### config.mk
export PLATFORM = sky130hd
export DESIGN_NAME = ad79x8_responder
export DESIGN_NICKNAME = d
export VERILOG_FILES = /design/src/rtl/ad79x8_pkg.sv /design/src/rtl/ad79x8_responder_sync_edge.sv /design/src/rtl/ad79x8_responder.sv
export SDC_FILE = /design/constraint.sdc
export NUM_CORES = 1
export LEC_CHECK = 0
export ABC_AREA = 1
export CAP_MARGIN = 20
export CORE_MARGIN = 2
export CORE_UTILIZATION = 50
export CTS_BUF_LIST = sky130_fd_sc_hd__clkbuf_8
export DETAILED_ROUTE_END_ITERATION = 8
export GPL_ROUTABILITY_DRIVEN = 0
export PLACE_DENSITY = 0.94
export SLEW_MARGIN = 20
export SYNTH_ARGS = -nofsm -noshare
export SYNTH_HDL_FRONTEND = slang
export SYNTH_SLANG_ARGS = --single-unit
### constraint.sdc
create_clock -name clk -period 3.5 [get_ports clk]
set_clock_uncertainty 0.1 [all_clocks]
set_input_delay 0.525 -clock clk [delete_from_list [all_inputs] [get_ports clk]]
set_output_delay 0.525 -clock clk [all_outputs]
set_load 0.01 [all_outputs]
### src/rtl/ad79x8_pkg.sv
// ad79x8_pkg: frame layout, control field positions and FSM states for the AD79x8 responder
package ad79x8_pkg;
  localparam int FRAME_BITS = 16;
  localparam int WRITE_BIT = 15;
  localparam int SEQ_BIT = 14;
  localparam int ADD_HI = 12;
  localparam int ADD_LO = 10;
  localparam int PM_HI = 9;
  localparam int PM_LO = 8;
  localparam int SHADOW_BIT = 7;
  localparam int RANGE_BIT = 5;
  localparam int CODING_BIT = 4;
  localparam int CTRL_LSB = 4;
  typedef enum logic [1:0] {IDLE, SHIFT, HOLD} state_t;
  // Outgoing frame: leading zero, echoed address, then the selected sample (MSB flipped for two's complement)
  function automatic logic [FRAME_BITS-1:0] build_tx(input logic [95:0] ch, input logic [2:0] add, input logic coding);
    logic [11:0] s;
    s = ch[add*12 +: 12];
    s[11] = s[11] ^ ~coding;
    return {1'b0, add, s};
  endfunction
endpackage

### src/rtl/ad79x8_responder_sync_edge.sv
// sync_edge: 2-flop synchronizer with rise/fall detect on the synchronized level
module sync_edge #(
  parameter logic RST_VAL = 1'b1
) (
  input  logic clk,
  input  logic rst,
  input  logic d,
  output logic q,
  output logic rise,
  output logic fall
);
  logic s1, s2, s3;
  always_ff @(posedge clk or posedge rst) begin
    if (rst) begin
      s1 <= RST_VAL;
      s2 <= RST_VAL;
      s3 <= RST_VAL;
    end else begin
      s1 <= d;
      s2 <= s1;
      s3 <= s2;
    end
  end
  assign q = s2;
  assign rise = s2 & ~s3;
  assign fall = ~s2 & s3;
endmodule

### src/rtl/ad79x8_responder.sv
// ad79x8_responder: SPI target emulating an AD79x8 ADC (16-bit frames, control word in, sample out)
module ad79x8_responder
  import ad79x8_pkg::*;
(
  input  logic        clk,
  input  logic        rst,
  input  logic        sclk,
  input  logic        cs,
  input  logic        serial_in,
  input  logic [95:0] ch_data,
  output logic        serial_out,
  output logic        serial_oe,
  output logic [11:0] ctrl,
  output logic        frame_done,
  output logic        frame_abort
);
  logic sclk_fall, cs_rise, cs_fall, din;
  logic sclk_level_unused, sclk_rise_unused, cs_level_unused, din_rise_unused, din_fall_unused;
  state_t state;
  logic [3:0] cnt;
  logic [FRAME_BITS-1:0] rx, tx, rx_n;
  sync_edge #(.RST_VAL(1'b1)) u_sclk (.clk(clk), .rst(rst), .d(sclk), .q(sclk_level_unused), .rise(sclk_rise_unused), .fall(sclk_fall));
  sync_edge #(.RST_VAL(1'b1)) u_cs (.clk(clk), .rst(rst), .d(cs), .q(cs_level_unused), .rise(cs_rise), .fall(cs_fall));
  sync_edge #(.RST_VAL(1'b0)) u_din (.clk(clk), .rst(rst), .d(serial_in), .q(din), .rise(din_rise_unused), .fall(din_fall_unused));
  assign rx_n = {rx[FRAME_BITS-2:0], din};
  always_ff @(posedge clk or posedge rst) begin
    if (rst) begin
      state <= IDLE;
      ctrl <= '0;
      serial_out <= 1'b0;
      serial_oe <= 1'b0;
      frame_done <= 1'b0;
      frame_abort <= 1'b0;
      cnt <= '0;
      rx <= '0;
      tx <= '0;
    end else begin
      frame_done <= 1'b0;
      frame_abort <= 1'b0;
      // cs rise takes priority over any sclk edge seen in the same cycle
      if (cs_rise) begin
        state <= IDLE;
        serial_oe <= 1'b0;
        serial_out <= 1'b0;
        frame_abort <= (state == SHIFT);
      end else begin
        case (state)
          IDLE: if (cs_fall) begin
            tx <= build_tx(ch_data, ctrl[ADD_HI-CTRL_LSB -: 3], ctrl[CODING_BIT-CTRL_LSB]);
            serial_out <= 1'b0;
            serial_oe <= 1'b1;
            cnt <= '0;
            state <= SHIFT;
          end
          SHIFT: if (sclk_fall) begin
            rx <= rx_n;
            tx <= tx << 1;
            cnt <= cnt + 4'd1;
            serial_out <= (cnt == 4'd15) ? 1'b0 : tx[FRAME_BITS-2];
            if (cnt == 4'd15) begin
              frame_done <= 1'b1;
              state <= HOLD;
              if (rx_n[WRITE_BIT]) ctrl <= rx_n[FRAME_BITS-1 -: 12];
            end
          end
          default: serial_out <= 1'b0;
        endcase
      end
    end
  end
endmodule

==> Implementation_results.wiki <==
{| class="wikitable"
! Metric !! Value
|-
| Run status || finished clean
|-
| Total setup violations reported at the end of the flow || 0
|-
| Unique masters post-synth || 30
|-
| Unrepaired setup endpoints after global routing || no
|-
| Synth top cells by count || nand2_1, o21ai_0, nor2_1
|-
| Final net count || 659
|-
| Ratio of cells with drive above 1 in the final layout || 8.036%
|-
| Resize count post-CTS || 0
|-
| Vertical die dimension || 85.10 um
|-
| Number of cells produced by synthesis || 444
|-
| Cell depth of the worst flop-to-flop path || 11
|-
| Endpoint of the worst register-to-register path || ctrl[9]
|-
| Hpwl dp || 7198 um
|-
| Maximum number of pins on one net before global-route repair || 34
|-
| Top fanout value on the critical path || 20
|-
| Clock tree from TritonCTS || built
|-
| Total number of vias || 3487
|-
| Die W || 85.10 um
|-
| DRC violations left || 0
|-
| Placed Cells incl. Taps || 621
|-
| CTS Buffer Depth || 2
|-
| Setup CP Type || flop to output port
|-
| Crit. End Element || output port
|-
| Routed Antenna Nets || 0
|-
| Global-route met2 utilization || 45.88%
|-
| Worst ir drop on vdd || 0.5086 mV
|-
| Count of H-tree levels built during CTS || 3
|-
| Source of the worst register-to-register timing path || u_cs.s3
|-
| Yosys warnings || 0
|-
| Layout-stage area growth over the synthesis result || 43.19%
|-
| Post-synthesis cell type with the largest combined area || dfrtp_1
|-
| Worst setup path endpoint || ctrl[6]
|-
| Worst-case register-to-register setup slack || 1020 ps
|-
| Number of iterations in the first detailed-routing pass || 5
|-
| Transition time at the pin with the least slew margin || 752.3 ps
|-
| Buffer count from post-CTS setup fixing || 0
|-
| Total nets after synthesis || 548
|-
| P per Cell Area || 472.5 nW/um^2
|-
| Most used flip-flop cell after synthesis || dfrtp_1
|-
| Count of buffers from port buffering || 116
|-
| Largest cells by area after synthesis || dfrtp_1, nand2_1, o21ai_0, nor2_1, nand3_1
|-
| Non-filler cells in the finished layout || 637
|-
| Post-synthesis instance area || 3288 sq um
|-
| Share of the yosys chip area belonging to registers || 45.89%
|-
| Arrival time of the worst setup path || 1980 ps
|-
| Placeable core region || 6350 sq um
|-
| Fin crit share || 74.38%
|-
| GR Util met1 || 35.22%
|-
| Number of buffers created by CTS || 9
|-
| Clock root cell || clkbuf_8
|-
| Global routing usage summed across all routing layers || 28.48%
|-
| First-pass GRT wire length || 16270 um
|-
| Number of rows created at floorplan || 29
|-
| Worst-Skew Late Latency || 350 ps
|-
| Worst setup SP type || flop
|-
| Top cell type's share of synthesized area || 41.10%
|-
| FMAX || 0.3842 GHz
|-
| Number of antenna repair diodes || 0
|-
| Endpoints failing hold || 0
|-
| Hold/Removal Path Class || flop to flop
|-
| Number of top-level design ports || 117
|-
| Final critical delay including setup and external delays || 2603 ps
|-
| Avg Vias per Cell || 5.474
|-
| Relative max-transition margin || 49.66%
|-
| Aggregate routed wire length || 9809 um
|-
| Data required, critical path || 2870 ps
|-
| Number of DRC markers in iteration 0 || 497
|-
| Detailed-route wire length per cell || 15.40 um
|-
| Cell with the most instances after synthesis || nand2_1
|-
| Max-slew violation total from the final report || 0
|-
| Final-layout setup total negative slack || 0 ps
|-
| GR Overflow Total || 0
|-
| Area enclosed by the die boundary || 7241 sq um
|-
| Layer with the highest usage || met2
|-
| Leakage power of the design || 2.054 nW
|-
| Number of flops mapped to enable cells by yosys || 0
|-
| Initial antenna violation count || 0
|-
| Number of maximum-capacitance constraint violations || 0
|-
| Async set-reset flop share out of synthesis || 100.0%
|-
| Critical Path Start || ctrl[6]
|-
| Initial standard-cell utilization of the core || 51.78%
|-
| Vias in the first global route || 3584
|-
| Register bit count reported by yosys || 60
|-
| Clock-pin slew reported for the worst setup and hold paths after clock tree synthesis || 70 ps
|-
| Met3 routing resource usage after global routing || 8.268%
|-
| TritonCTS Sinks || 60
|-
| Post-synthesis area per instance || 7.406 sq um
|-
| Count of hold buffers inserted by post-cts repair || 0
|}
## layer usage
layer | wire length (um) | up-vias
li1 | - | 1656
met2 | 4678 | 188
met4 | 371 | 0
met1 | 3919 | 1594
met5 | 0 | -
met3 | 840 | 49
## worst min-delay path by stage
stage | start | to | slack, ps | cells past startpoint
after floorplan | u_din.s1 | u_din.q | 230 | 0
after global placement | u_din.s1 | u_din.q | 230 | 0
after detailed placement | u_din.s1 | u_din.q | 240 | 0
after CTS | u_sclk.s1 | u_sclk.q | 260 | 0
after global routing | u_sclk.s1 | u_sclk.q | 260 | 0
final | u_din.s1 | u_din.q | 260 | 0
## critical path, cell delays in order, from the launching register on
cell	delay [ps]
dfrtp_1	760
buf_4	310
clkdlybuf4s50_1	560
## power by group
group	internal [mW]	total, mW	switching, mW	leakage (nW)
Clock	0.405	0.698	0.293	0.110
Combinational	0.257	0.591	0.333	1.18
Sequential	0.846	0.936	0.0895	0.763
Total	1.51	2.22	0.716	2.05
## flip-flops by register name, indices dropped and copies added, names as in the netlist, 2 cells and up
signal	flops
cnt	4
ctrl	12
rx	15
state	2
tx	15
## layout by cell type, fill, tap and decap left out, types with 2 or more instances in the layout
cell type,count
a21oi_1,15
dfrtp_1,54
dfstp_2,6
inv_1,43
or2_2,4
nor2_4,4
o211ai_1,2
ha_1,3
inv_2,3
o21ai_0,63
inv_6,3
clkbuf_8,9
o221ai_1,2
o21ai_1,13
clkdlybuf4s50_1,116
a31oi_1,10
nor2_1,61
nand3_1,34
nand2_1,94
buf_4,8
bufinv_16,2
## logic make-up after synthesis
logic type / count (synthesis) / share of synthesized area (%)
and+or+nand+nor: 202 / 26.52
buffers and inverters: 72 / 9.285
adders and majority gates: 3 / 1.142
DFF: 60 / 45.89
AOI/OAI and AO/OA: 107 / 17.16
## final cells by class
cell class / instances / area, sq um
Clock buffer: 9 / 123.9
Clock inverter: 7 / 98.84
Fill cell: 450 / 1642
Inverter: 48 / 185.2
Multi-Input combinational cell: 312 / 1474
Sequential cell: 60 / 1509
Tap cell: 77 / 96.34
Timing Repair Buffer: 124 / 1221
## through the flow
step                setup WS (ps)  instance area (sq um)  hold WS [ps]  utilization (%)  total power [mW]
global placement             1210                   4486         234.9            70.64             1.480
CTS                         896.6                   4708         257.5            74.15             2.221
global route                790.1                   4708         260.1            74.15             2.342
detailed placement           1059                   4486         241.8            70.64             1.518
floorplan                    1400                   3288         231.2                -             1.279
finish                      896.9                   4708         257.2            74.15             2.224
(Power assumes the default switching activity.)
